### config.mk
export PLATFORM = sky130hd
export DESIGN_NAME = serial_frame_rx
export DESIGN_NICKNAME = d
export VERILOG_FILES = /design/src/rtl/serial_frame_rx.sv
export SDC_FILE = /design/constraint.sdc
export NUM_CORES = 1
export LEC_CHECK = 0
export CORE_UTILIZATION = 57
export CTS_CLUSTER_SIZE = 20
export DETAILED_ROUTE_END_ITERATION = 6
export HOLD_SLACK_MARGIN = 0.15
export PLACE_DENSITY = 0.78
export SETUP_SLACK_MARGIN = 0.5
export SKIP_CTS_REPAIR_TIMING = 1
export SYNTH_ARGS = -nofsm -noshare
export SYNTH_HDL_FRONTEND = slang
export SYNTH_SLANG_ARGS = --single-unit
### constraint.sdc
create_clock -name CLK -period 3.4 [get_ports CLK]
set_input_delay 0.68 -clock CLK [delete_from_list [all_inputs] [get_ports CLK]]
set_output_delay 0.68 -clock CLK [all_outputs]
set_load 0.005 [all_outputs]
### src/rtl/serial_frame_rx.sv
// One-bit-per-clock serial frame receiver: idle-high/start-low framing, DATA_W data bits,
// optional parity, checked stop cycle, and a valid/ready FIFO of good words with sticky error flags.
module serial_frame_rx #(
    parameter int DATA_W     = 8,
    parameter int MSB_FIRST  = 1,
    parameter int PARITY     = 0,
    parameter int STOP_LEVEL = 0,
    parameter int FIFO_DEPTH = 4
) (
    input  logic                               CLK,
    input  logic                               RST_N,
    input  logic                               BITLINE,
    input  logic                               CLR_ERR,
    output logic                               RVALID,
    input  logic                               RREADY,
    output logic [DATA_W-1:0]                  RDATA,
    output logic [$clog2(FIFO_DEPTH+1)-1:0]    LEVEL,
    output logic                               FERR,
    output logic                               PERR,
    output logic                               OVF
);

    localparam int   CNT_W    = $clog2(DATA_W);
    localparam int   PTR_W    = $clog2(FIFO_DEPTH);
    localparam int   LVL_W    = $clog2(FIFO_DEPTH + 1);
    localparam logic STOP_BIT = 1'(STOP_LEVEL);

    typedef enum logic [2:0] {
        S_IDLE,
        S_ARMED,
        S_DATA,
        S_PAR,
        S_STOP
    } state_t;

    state_t              state_q, state_d;
    logic [CNT_W-1:0]    cnt_q, cnt_d;
    logic [DATA_W-1:0]   shift_q, shift_d;
    logic                par_q, par_d;
    logic                frame_done, stop_bad, par_bad, push_req;

    logic [DATA_W-1:0]   mem_q [FIFO_DEPTH];
    logic [PTR_W-1:0]    wr_ptr_q, wr_ptr_d, rd_ptr_q, rd_ptr_d;
    logic [LVL_W-1:0]    level_q, level_d;
    logic [DATA_W-1:0]   rdata_q, rdata_d;
    logic                ferr_q, ferr_d, perr_q, perr_d, ovf_q, ovf_d;
    logic                pop, push_ok;

    always_ff @(posedge CLK or negedge RST_N) begin
        if (!RST_N) begin
            state_q  <= S_IDLE;
            cnt_q    <= '0;
            shift_q  <= '0;
            par_q    <= 1'b0;
            wr_ptr_q <= '0;
            rd_ptr_q <= '0;
            level_q  <= '0;
            rdata_q  <= '0;
            ferr_q   <= 1'b0;
            perr_q   <= 1'b0;
            ovf_q    <= 1'b0;
        end else begin
            state_q  <= state_d;
            cnt_q    <= cnt_d;
            shift_q  <= shift_d;
            par_q    <= par_d;
            wr_ptr_q <= wr_ptr_d;
            rd_ptr_q <= rd_ptr_d;
            level_q  <= level_d;
            rdata_q  <= rdata_d;
            ferr_q   <= ferr_d;
            perr_q   <= perr_d;
            ovf_q    <= ovf_d;
        end
    end

    always_comb begin
        state_d = state_q;
        case (state_q)
            S_IDLE:  if (BITLINE) state_d = S_ARMED;
            S_ARMED: if (!BITLINE) state_d = S_DATA;
            S_DATA:  if (cnt_q == CNT_W'(DATA_W - 1)) state_d = (PARITY != 0) ? S_PAR : S_STOP;
            S_PAR:   state_d = S_STOP;
            S_STOP:  state_d = S_IDLE;
            default: state_d = S_IDLE;
        endcase
    end

    // The shifter already holds the complete word while in STOP, so it is pushed directly.
    always_comb begin
        cnt_d      = cnt_q;
        shift_d    = shift_q;
        par_d      = par_q;
        frame_done = 1'b0;
        stop_bad   = 1'b0;
        par_bad    = 1'b0;
        case (state_q)
            S_ARMED: begin
                if (!BITLINE) begin
                    cnt_d   = '0;
                    shift_d = '0;
                end
            end
            S_DATA: begin
                shift_d = (MSB_FIRST != 0) ? {shift_q[DATA_W-2:0], BITLINE}
                                           : {BITLINE, shift_q[DATA_W-1:1]};
                cnt_d   = cnt_q + 1'b1;
            end
            S_PAR: par_d = BITLINE;
            S_STOP: begin
                frame_done = 1'b1;
                stop_bad   = (BITLINE != STOP_BIT);
                if (PARITY == 1)      par_bad = ^{shift_q, par_q};
                else if (PARITY == 2) par_bad = ~(^{shift_q, par_q});
            end
            default: ;
        endcase
        push_req = frame_done && !stop_bad && !par_bad;
    end

    // RDATA is a register tracking the head that will exist after this edge.
    always_comb begin
        pop      = (level_q != '0) && RREADY;
        push_ok  = push_req && ((level_q != LVL_W'(FIFO_DEPTH)) || pop);
        wr_ptr_d = wr_ptr_q + PTR_W'(push_ok);
        rd_ptr_d = rd_ptr_q + PTR_W'(pop);
        level_d  = level_q + LVL_W'(push_ok) - LVL_W'(pop);
        rdata_d  = rdata_q;
        if (pop) begin
            if (level_q > LVL_W'(1)) rdata_d = mem_q[rd_ptr_q + PTR_W'(1)];
            else if (push_ok)        rdata_d = shift_q;
        end else if ((level_q == '0) && push_ok) begin
            rdata_d = shift_q;
        end
        ferr_d = (ferr_q && !CLR_ERR) || (frame_done && stop_bad);
        perr_d = (perr_q && !CLR_ERR) || (frame_done && par_bad);
        ovf_d  = (ovf_q && !CLR_ERR) || (push_req && !push_ok);
    end

    always_ff @(posedge CLK) begin
        if (push_ok) mem_q[wr_ptr_q] <= shift_q;
    end

    assign RVALID = (level_q != '0);
    assign RDATA  = rdata_q;
    assign LEVEL  = level_q;
    assign FERR   = ferr_q;
    assign PERR   = perr_q;
    assign OVF    = ovf_q;

endmodule

==> results of run 1 <==
[registers in the layout, indices dropped and copies added (netlist names)]
signal / flops
cnt_q: 3
OVF: 1
PERR: 1
RDATA: 8
LEVEL: 3
shift_q: 8
wr_ptr_q: 2
rd_ptr_q: 2
FERR: 1
mem_q: 32
state_q: 3
[kinds of logic (layout without fill, tap and decap cells)]
group / count (synthesis) / after routing / synth area share (%)
compound gates: 18 / 18 / 5.93
xor+xnor: 3 / 3 / 0.996
fa+ha+maj: 10 / 10 / 5.03
buf+inv: 14 / 54 / 2.04
flops: 64 / 64 / 66.8
mux: 26 / 26 / 14.5
simple gates: 20 / 20 / 4.74
[power by group]
part / leakage (nW) / total (W) / internal [W] / switching, W
Sequential: 0.701 / 0.00120 / 0.000999 / 0.000202
Combinational: 0.512 / 0.000792 / 0.000480 / 0.000312
Clock: 0.0959 / 0.000569 / 0.000299 / 0.000270
Total: 1.31 / 0.00256 / 0.00178 / 0.000784
[area by class of cell]
class | count | area [um2]
sequential | 64 | 1760
multi-input combinational | 77 | 831
fill | 289 | 1290
inverter | 10 | 37.5
clock buffer | 12 | 155
clock inverter | 4 | 20.0
timing repair buffer | 28 | 258
tap | 52 | 65.1
[critical path, delay by kind of cell]
kind                     cells  cell delay [ns]
adder cells (fa/ha/maj)      1             0.18
buffers and inverters        2             0.67
AO/OA/AOI/OAI                2             0.33
AND/OR/NAND/NOR              2             0.83
multiplexers                 1             0.34
[worst max-delay path by stage]
stage / startpoint / to / slack, ns / cells after the start
after floorplan: RREADY / RDATA[0] / 0.82 / 6
after global routing: RREADY / RDATA[4] / 0.53 / 8
after detailed placement: RREADY / RDATA[2] / 0.21 / 8
after global placement: RREADY / RDATA[6] / 0.28 / 8
final: RREADY / RDATA[2] / 0.59 / 8
after CTS: RREADY / RDATA[4] / 0.55 / 8
[metrics by stage]
step	total power [W]	utilization [%]	setup slack (ns)	hold WS [ns]	instance area, um2
2_1_floorplan	0.00168	-	0.816	0.384	2640
3_3_place_gp	0.00196	66.7	0.283	0.479	2950
3_5_place_dp	0.00201	66.7	0.213	0.493	2950
4_1_cts	0.00259	70.7	0.553	0.509	3120
5_1_grt	0.00271	70.9	0.529	0.523	3130
6_report	0.00256	70.9	0.585	0.506	3130
[layer usage]
metal  share of wire, %  vias up  routed length (um)  global-route usage, %
li1                   -      655                   -                      -
met1                 42      744                1950                   26.4
met2                 52       39                2430                   35.8
met3                3.9        8                 179                   5.05
met4                1.9        0                  87                   12.7
met5                  0        -                   0                      0
[Yosys cell counts, types with 2 or more instances]
cell / instances
nand2b_1: 2
nor3b_1: 3
dfrtp_1: 32
xor2_1: 3
edfxtp_1: 32
clkbuf_1: 2
mux2_2: 18
nor2_1: 5
ha_1: 9
mux4_2: 8
a22o_1: 10
nand2_1: 3
a21boi_0: 2
inv_1: 10
==> metrics, run 1 <==
Top Ports 20; final worst path period share 82.8%; setup violators final 0; Worst VDD drop 596 uV; register area share after synthesis roughly 67%; row cnt 24; vias in the first global route 1549; FF-to-FF End RDATA[2]; hold crit path type register to register; Worst path slowest cell or4b_2; Synth Warn # 0; H-tree depth 3; distinct cell type count after synthesis 30; crit path kind primary input to register; Final Skew 0.00720 ns; antenna viol nets, final 0; fin crit period around 2.8 ns; initial antenna violation count 0; die area 4910 um2; Synth Instances 155; Worst setup EP type register; Worst Path Required 3.61 ns; Mapped Avg Cell Area roughly 17 um2; max_slew headroom 61.2%; status finished, final reports clean; ys flop type edfxtp_1; cell taking the most area after synthesis edfxtp_1; syn nets 170; CTS tree done; Layout Nets approximately 210; clk slew on worst S/H paths 0.06 ns; DRT Pass-1 Iters 4; Max Freq 355 MHz; first-pass GRT wire length a little under 8000 um; 1st-iter DRT viols 99; die width approximately 70 um; P per Cell Area 819 nW/um2; largest net degree at the start of global routing 33; Synth async-reset ratio about 50%; dominant cells by area after synthesis edfxtp_1 36%, dfrtp_1 30%, mux2_2 7.7%; die height between 70 and 80 um; worst-path cell chain clkdlybuf4s50_1 > or4b_2 > nand2b_4 > ha_1 > a21boi_0 > o221ai_2 > buf_4 > mux2_2; register-to-register setup slack between 0.9 and 1 ns; max_cap viols 0; ANT cells 0; CP Launch Type primary input; Clock Path Buffers 2; EDFF count, synth 32; total global routing overflow 0; Synth-to-Final Area Change 18.5%; Leakage ~1.3 nW; Max Fanout on Critical Path 5; commonest non-fill, non-tap cells in the layout 32 x dfrtp_1, 32 x edfxtp_1, 19 x clkdlybuf4s50_1, 18 x mux2_2, 11 x clkbuf_8; final setup TNS 0 ns; DP Cell Count 231; core region area 4410 um2; hold path cells 1; cell area after synthesis 2640 um2; PortBufs 19; total track usage 21.8%; CP arrival roughly 3 ns; total number of vias 1446; layout cells sized above 1 between 20% and 30%; routability cong. 0.787; fin. max-slew vios 0; routed wire length per instance roughly 19 um; RSZ-0062 raised after global routing false; Routed WL 4640 um; Worst Hold End RDATA[7]; synthesized flop and latch total 64; CTS Sinks 64; Root Driver clkbuf_8; share of the synthesized area in the top cell type 36.4%; final hold vios 0; Initial Util roughly 60%; via/cell ratio around 5.9; hold_sp RDATA[7]; placed wire-length estimate 3110 um; max incr delay on CP 0.70 ns; R2R Path Start LEVEL[1]; Finished Layout Cells between 200 and 250; Num CTS Buffers 9; Worst Tran Pin Value 0.582 ns; DRC Markers 0; Skew-Pair Late Insertion Delay between 0.3 and 0.4 ns; FF-to-FF path depth 7
Note: power is estimated with default switching activity, not from simulation.
==> inputs of run 2 (changes only) <==
CORE_UTILIZATION = 52   (was 57)
PLACE_DENSITY = 0.75   (was 0.78)
clock period = 2.4 ns   (was 3.4 ns; I/O delays follow)
==> run 2 against run 1 <==
Effect of this change: clock power rose by 64%; flip-flop and latch count did not move; worst setup slack got worse by 0.39 ns; first-iteration DRC count did not move; register-to-register slack got worse by 0.72 ns; sequential power rose by 40%; count of clock-buffer cells in the layout fell by 2; critical endpoint is now LEVEL[1].
==> metrics, run 2 (same netlist as run 1, synthesis figures left out) <==
Layout Nets 217 (was 205); Worst setup EP type register (unchanged); Final Skew 0.00715 ns (was 0.00720 ns); final worst path period share roughly nine tenths; max_slew headroom 71.4% (was 61.2%); Initial Util 54.8% (was 59.8%); Worst path slowest cell or4b_4 (was or4b_2); Worst Path Required 2.64 ns (was 3.61 ns); die area 5360 um2 (was 4910 um2); FF-to-FF End LEVEL[1] (was RDATA[2]); Crit. path cell count 8 (unchanged); hold crit path type register to register (unchanged); DRT Pass-1 Iters 4 (unchanged); Clock Path Buffers 2 (unchanged); Top Ports 20 (unchanged); fin crit period around 2.2 ns; CP Launch Type register (was primary input); total power 0.00394 W (was 0.00256 W); Max Freq 454 MHz; H-tree depth 3 (unchanged); commonest non-fill, non-tap cells in the layout 32 x edfxtp_1, 28 x dfrtp_1, 18 x mux2_2, 17 x clkdlybuf4s50_1, 14 x buf_4 (was 32 x dfrtp_1, 32 x edfxtp_1, 19 x clkdlybuf4s50_1, 18 x mux2_2, 11 x clkbuf_8); final hold vios 0 (unchanged); placed wire-length estimate 3310 um (was 3110 um); Skew-Pair Late Insertion Delay 0.34 ns (was 0.33 ns); initial antenna violation count 0 (unchanged); worst-path cell chain or4b_4 > nand2b_4 > ha_4 > inv_2 > ha_4 > inv_2 > fa_2 > inv_2 (was clkdlybuf4s50_1 > or4b_2 > nand2b_4 > ha_1 > a21boi_0 > o221ai_2 > buf_4 > mux2_2); crit path kind register to register (was primary input to register); first-pass GRT wire length 7870 um (was 7720 um); clk slew on worst S/H paths 0.07 ns (was 0.06 ns); Critical Path Start state_q[1] (was RREADY); FF-to-FF path depth 8 (was 7); CTS Sinks 64 (unchanged); fin. max-slew vios 0 (unchanged); Synth-to-Final Area Change 29.0% (was 18.5%); CP bufs+invs 3 (was 2); core region area 4820 um2 (was 4410 um2); P per Cell Area 1160 nW/um2 (was 819 nW/um2); Num CTS Buffers 9 (unchanged); R2R Path Start state_q[1] (was LEVEL[1]); DRC Markers 0 (unchanged); row cnt 25 (was 24); total number of vias 1482 (was 1446); total track usage 21.8% (about the same); Routed WL 5020 um (was 4640 um); RSZ-0062 raised after global routing true (was false); via/cell ratio 5.41 (was 5.85); Setup crit end LEVEL[1] (was RDATA[2]); Worst Tran Pin Value 0.426 ns (was 0.582 ns); family with the most delay on the worst path adder cells (was simple AND/OR/NAND/NOR gates); PortBufs 19 (unchanged); Max Fanout on Critical Path 6 (was 5); max incr delay on CP 0.52 ns (was 0.70 ns); Largest Register mem_q (unchanged); Leakage 1.40 nW (was 1.31 nW); setup violators final 0 (unchanged); total global routing overflow 0 (unchanged); Worst VDD drop 777 uV (was 596 uV); die height 73.2 um (was 70.0 um); max_cap viols 0 (unchanged); status finished, final reports clean (unchanged); routed wire length per instance 18.3 um (was 18.8 um); antenna viol nets, final 0 (unchanged); 1st-iter DRT viols 99 (unchanged); Root Driver clkbuf_8 (unchanged); register-to-register setup slack 0.20 ns (was 0.92 ns); Largest register FFs 32 (unchanged); routability cong. 0.816 (was 0.787); layout cells sized above 1 42.0% (was 28.2%); vias in the first global route 1577 (was 1549); leading cell type in the layout, fill and taps excluded edfxtp_1; Top cell by count, worst path inv_2; ANT cells 0 (unchanged); Layout Utilization 70.7% (was 70.9%); CTS tree done (unchanged); largest net degree at the start of global routing 33 (unchanged); CP arrival 2.44 ns (was 3.02 ns); die width 73.2 um (was 70.0 um)
-- run 2: cell types whose count changed in the layout (fill, tap and decap cells not counted), sizes merged --
cell	previous run	this run
clkdlybuf4s50	19	17
dlymetal6s2s	0	2
bufinv	0	1
clkinv	4	2
clkbuf	12	10
inv	10	11
clkinvlp	0	2
buf	9	21
-- run 2: metrics by stage --
stage / setup slack [ns] / cell area [um2] / setup TNS (ns) / hold WS (ns) / cells
finish: 0.196 / 3400 / 0 / 0.507 / 274
global route: 0.149 / 3400 / 0 / 0.515 / 274
CTS: 0.0841 / 3310 / 0 / 0.508 / 271
detailed placement: -0.289 / 3110 / -3.55 / 0.493 / 255
global placement: -0.242 / 3110 / -3.16 / 0.482 / 255
floorplan: 0.184 / 2690 / 0 / 0.184 / 155
-- run 2: worst min path at each step --
stage                from         end  slack (ns)  depth (start not counted)
2_1_floorplan       RST_N        FERR        0.18                          0
3_3_place_gp   state_q[2]  state_q[0]        0.48                          1
3_5_place_dp     RDATA[5]    RDATA[5]        0.49                          1
4_1_cts          RDATA[5]    RDATA[5]        0.51                          1
5_1_grt          RDATA[5]    RDATA[5]        0.52                          1
6_report         RDATA[3]    RDATA[3]        0.51                          1
-- run 2: cell type report --
class,instances,area [um2]
inverter,10,40.0
timing repair buffer,40,397
sequential,64,1770
fill,351,1410
clock buffer,10,138
clock inverter,6,67.6
tap,67,83.8
multi-input combinational,77,912
-- run 2: per-layer routing --
layer,GRT usage (%),part of all wire [%],routed length (um)
met5,0,0,0
met4,10.0,2.0,99
met3,8.01,4.6,231
met2,36.8,55,2750
met1,24.5,39,1930
-- run 2: where the power goes --
group | internal (W) | leakage, nW | total (W) | switching (W)
clock | 0.000511 | 0.0989 | 0.000935 | 0.000424
combinational | 0.000796 | 0.603 | 0.00133 | 0.000529
sequential | 0.00142 | 0.696 | 0.00168 | 0.000263
total | 0.00273 | 1.40 | 0.00394 | 0.00122
==> variant 1: new RTL, flow settings as in run 1 <==
Re-encode `state_t` (5 states) as Gray code, 3 bits wide.
--- a/src/rtl/serial_frame_rx.sv
+++ b/src/rtl/serial_frame_rx.sv
@@ -28,7 +28,7 @@
     typedef enum logic [2:0] {
-        S_IDLE,
-        S_ARMED,
-        S_DATA,
-        S_PAR,
-        S_STOP
+        S_IDLE  = 3'b000,
+        S_ARMED = 3'b001,
+        S_DATA  = 3'b011,
+        S_PAR   = 3'b010,
+        S_STOP  = 3'b110
     } state_t;
Function: no difference found for any inputs over 10 cycles, from zero or initial values and one cycle with RST_N low; not proved beyond that.
==> variant 1 against run 1 <==
Sequential cell count stayed put. Highest routed layer unchanged. Setup slack better by 0.0095 ns. Die area is 1.2% higher. The flow now finishes with violations (design-rule violations). Power is 6.7% higher. Via count is 2.3% lower. Synthesized area is 1.2% higher. Wire length is 3.0% lower. Sequential share of layout area is 0.11 points higher. Final area is 0.20% lower.
==> variant 1: results (changes against run 1) <==
Global route
  – Met3 Use GR: 6.926% (was 5.051%)
  – Vias in the first global route: 1530 (was 1549)
  – All-layer global routing usage: 21.93% (was 21.78%)
  – GRT met2 Usage: 33.66% (was 35.79%)
  – Largest net degree at the start of global routing: 33 (unchanged)
  – First-pass GRT wire length: 7.728 mm (was 7.721 mm)
  – Global routing met1 resource utilization: 28.40% (was 26.43%)

Pwr
  – Reg power frac: 46.2% (was 46.9%)
  – P_int: 0.001916 W (was 0.001778 W)
  – Maximum VDD drop: 463.5 uV (was 595.9 uV)
  – Combinational power: 0.000787 W (was 0.000792 W)
  – Leakage Power: 1.295 nW (was 1.308 nW)

Yosys
  – Cell variety after synth: 36 (was 30)
  – Post-synthesis xor/xnor area fraction: 0.9836% (was 0.9957%)
  – Synth top cells by count: dfrtp_1, edfxtp_1, mux2_2 (unchanged)
  – Largest cells by area after synthesis: edfxtp_1, dfrtp_1, mux2_2 (unchanged)
  – Synth Area in Compound Gates: 6.464% (was 5.927%)
  – Post-synth EDFFs: 32 (unchanged)
  – Sequential fraction of the synthesis area: 65.95% (was 66.76%)
  – Adder-Cell Fraction of Synth Area: 4.965% (was 5.026%)
  – Ys Warns: 0 (unchanged)
  – Post-Syn Nets: 171 (was 170)
  – Main synth FF type: edfxtp_1 (unchanged)
  – Async S/R FF share, synth: 50.00% (unchanged)
  – Post-synthesis mux area share: 13.91% (was 14.51%)

Route
  – 1st-pass router iterations: 6 (was 4)
  – WL final: 4.502 mm (was 4.641 mm)
  – Routed met2 length: 2.246 mm (was 2.426 mm)
  – Via Count: 1413 (was 1446)
  – DR WL met3: 154 um (was 179 um)
  – DRT iter0 DRCs: 95 (was 99)
  – M1 wire length: 1.993 mm (was 1.948 mm)
  – Post-route DRC: 2 (was 0)

Critical path
  – R2r worst-path depth: 6 (was 7)
  – Max incr delay on CP: 0.53 ns (was 0.70 ns)
  – Reg2Reg Launch Point: LEVEL[0]$_DFF_PN0_ (was LEVEL[1]$_DFF_PN0_)
  – CP startpoint: RREADY (unchanged)
  – Highest-delay cell along the critical path: or4b_1 (was or4b_2)
  – Critical path peak fanout: 8 (was 5)
  – CP Class: input port to register (unchanged)
  – Reg2reg end: RDATA[3]$_DFFE_PN0P_ (was RDATA[2]$_DFFE_PN0P_)

Placed design
  – Routability cong.: 0.8468 (was 0.7870)
  – Placed Area: 2912 um^2 (was 2945 um^2)
  – DP Wirelength: 2.957 mm (was 3.107 mm)

Cells and area
  – Layout cells sized above 1: 25.79% (was 28.21%)
  – Number of fill cells: 288 (was 289)
  – Ant diodes: 0 (unchanged)
  – Final Net Count: 200 (was 205)

Outcome
  – Failing checks: design-rule violations
  – Status: finished with violations (was completed)

Clock network
  – Clk_lat worst skew: 0.33 ns (about the same)

STA
  – Clk_skew: 0.008084 ns (was 0.007203 ns)
  – Relative slew margins: 45.91% (was 61.22%)

Min path
  – Worst Hold Class: register to register (unchanged)
-- variant 1: cell types whose count changed after synthesis, moves of 2 or more --
cell / before / now
buf_6: 0 / 3
a21boi_0: 2 / 0
a2bb2oi_1: 0 / 2
inv_1: 10 / 8
inv_2: 0 / 2
nor3b_1: 3 / 1
-- variant 1: through the flow --
step / std cells / util (%) / power, W / setup slack [ns]
after CTS: 242 / 70.24 / 0.002757 / 0.6178
after detailed placement: 226 / 65.51 / 0.002074 / 0.2660
final: 242 / 70.24 / 0.002734 / 0.5945
after global placement: 226 / 65.51 / 0.002008 / 0.3902
after global routing: 242 / 70.24 / 0.002887 / 0.5004
after floorplan: 156 / - / 0.001808 / 1.079
-- variant 1: cell type report --
type                    instances  area, um^2  share of cell area [%]
well taps                      52       65.06                   2.084
repair buffers                 23       220.2                   7.054
flip-flops and latches         64        1762                   56.43
inverters                      10       37.54                   1.202
clock buffers                   9       123.9                   3.968
multi-input cells              77       827.0                   26.49
clock inverters                 7       86.33                   2.766
-- variant 1: worst min path at each step --
stage | endpoint | depth (start not counted) | slack [ns] | start
2_1_floorplan | FERR$_DFF_PN0_ | 0 | 0.38 | RST_N
3_3_place_gp | PERR$_DFF_PN0_ | 1 | 0.48 | PERR$_DFF_PN0_
3_5_place_dp | cnt_q[1]$_DFFE_PN0P_ | 1 | 0.49 | cnt_q[1]$_DFFE_PN0P_
4_1_cts | PERR$_DFF_PN0_ | 1 | 0.51 | PERR$_DFF_PN0_
5_1_grt | RDATA[3]$_DFFE_PN0P_ | 1 | 0.52 | RDATA[3]$_DFFE_PN0P_
6_report | RDATA[5]$_DFFE_PN0P_ | 1 | 0.51 | RDATA[5]$_DFFE_PN0P_
==> variant 2: new RTL, config.mk and constraints of run 1 <==
Made on the original files. The parameter `DATA_W` goes from 8 to 16.
--- a/src/rtl/serial_frame_rx.sv
+++ b/src/rtl/serial_frame_rx.sv
@@ -3,3 +3,3 @@
 module serial_frame_rx #(
-    parameter int DATA_W     = 8,
+    parameter int DATA_W     = 16,
     parameter int MSB_FIRST  = 1,
Ports: changed (resized RDATA); port bits go from 20 to 28. No check against the original RTL was run, so the function may have changed too.
==> variant 2 against run 1 <==
Critical path depth unchanged. Power grew 97%. Setup slack better by 0.16 ns. Hold slack got worse by 0.34 ns. Wire length grew 78%. Synthesized area increased by 72%. Combinational power is 69% higher. Final area up 79%. First-iteration DRC count grew 94%. Sequential share of layout area shrank 0.11 points. Die area rose by 70%. Sequential cell count is 49 higher. Clock power grew to 3.1 times the old value. Critical path type unchanged. Critical endpoint is now RDATA[4]$_DFFE_PN0P_.
==> variant 2: results (changes against run 1) <==
Outcome
  – Status: completed (unchanged)

Pwr
  – Power density over cell area: 899.4 nW/um^2 (was 819.3 nW/um^2)
  – Maximum VDD drop: 561.9 uV (was 595.9 uV)
  – Seq pwr: 0.00192 W (was 0.00120 W)
  – Leakage Power: 2.214 nW (was 1.308 nW)
  – P_int: 0.003683 W (was 0.001778 W)
  – Combinational power: 0.00134 W (was 0.000792 W)

Cells and area
  – Seq/total area: 56.21% (was 56.32%)
  – Number of non-clock buffers: 38 (was 28)
  – Layout cells sized above 1: 30.55% (was 28.21%)
  – Data buffer area share: 6.434% (was 8.240%)
  – Seq cells: 113 (was 64)
  – Clkbuf count: 20 (was 12)
  – Final Net Count: 312 (was 205)
  – Ant diodes: 0 (unchanged)
  – ClkCell Share: 10.70% (was 5.600%)
  – Max reg flops: 64 (was 32)
  – Number of fill cells: 460 (was 289)
  – Logic inverters: 10 (unchanged)
  – Multi-input logic portion of the cell area: 23.70% (was 26.56%)
  – Comb_multi_in: 118 (was 77)

STA
  – Clk_skew: 0.006650 ns (was 0.007203 ns)
  – Max frequency: 0.3768 GHz (was 0.3552 GHz)
  – Slew Limit Fails: 0 (unchanged)
  – Relative slew margins: 45.57% (was 61.22%)
  – Worst Hold Slack: 0.1667 ns (was 0.5063 ns)

Route
  – WL final: 8.263 mm (was 4.641 mm)
  – DRT iter0 DRCs: 192 (was 99)
  – Detailed-route vias per instance: 5.765 (was 5.854)

Global route
  – First-pass GRT wire length: 13.55 mm (was 7.721 mm)
  – Largest net degree at the start of global routing: 28 (was 33)
  – Vias in the first global route: 2615 (was 1549)
  – All-layer global routing usage: 22.61% (was 21.78%)

Placed design
  – Placed Area: 5001 um^2 (was 2945 um^2)
  – PortBufs: 27 (was 19)
  – Routability cong.: 0.6978 (was 0.7870)
  – DP Worst Slack: 0.2471 ns (was 0.2128 ns)
  – DP Wirelength: 4.716 mm (was 3.107 mm)

Clock network
  – Clock tree buffer depth: 2 (unchanged)
  – CTS H-tree depth: 4 (was 3)
  – Clk_lat worst skew: 0.51 ns (was 0.33 ns)
  – CTS Buf Count: 17 (was 9)

Floorplan
  – Number of well taps: 102 (was 52)

Yosys
  – Sequential fraction of the synthesis area: 69.16% (was 66.76%)
  – Post-Syn Nets: 265 (was 170)
  – Async S/R FF share, synth: 43.36% (was 50.00%)
  – Cell variety after synth: 36 (was 30)
  – Synth top cells by count: edfxtp_1, dfrtp_1, mux2_2 (was dfrtp_1, edfxtp_1, mux2_2)
  – Post-synth EDFFs: 64 (was 32)
  – Largest cells by area after synthesis: edfxtp_1, dfrtp_1, mux4_2 (was edfxtp_1, dfrtp_1, mux2_2)

Critical path
  – Reg2reg end: RDATA[4]$_DFFE_PN0P_ (was RDATA[2]$_DFFE_PN0P_)
  – Reg2Reg Launch Point: LEVEL[0]$_DFF_PN0_ (was LEVEL[1]$_DFF_PN0_)
  – R2r worst-path depth: 7 (unchanged)
  – Worst Setup End Kind: register (unchanged)
  – Critical path peak fanout: 16 (was 5)
  – Reg2Reg Setup Slack: 0.94 ns (was 0.92 ns)

Min path
  – Worst Hold Class: input port to async pin (was register to register)
variant 2: kinds of logic after synthesis:
family | synth area share [%]
xor gates and xnor gates | 0.5773
adders and majority gates | 2.639
AOI/OAI and AO/OA | 5.497
muxes | 16.66
DFF | 69.16
and+or+nand+nor | 3.573
buffers and inverters | 1.897
variant 2: routing by layer:
metal	up-vias	part of all wire (%)	wire length, um	global-route usage, %
li1	1078	-	-	-
met1	1226	42	3496	28.01
met2	61	50	4165	36.74
met3	16	4.6	381	7.119
met4	0	2.7	219	10.05
met5	-	0	0	0
variant 2: critical path, stage by stage:
cell             delay, ns
clkdlybuf4s50_1       0.48
or4b_2                0.65
nand2b_1              0.13
ha_1                  0.18
a21boi_0              0.11
o221ai_2              0.23
buf_12                0.22
mux2_2                0.35
variant 2: per-stage QoR:
stage	util [%]	instances
floorplan	-	251
global placement	64.72	381
detailed placement	64.72	381
CTS	72.47	413
global route	72.47	413
finish	72.47	413
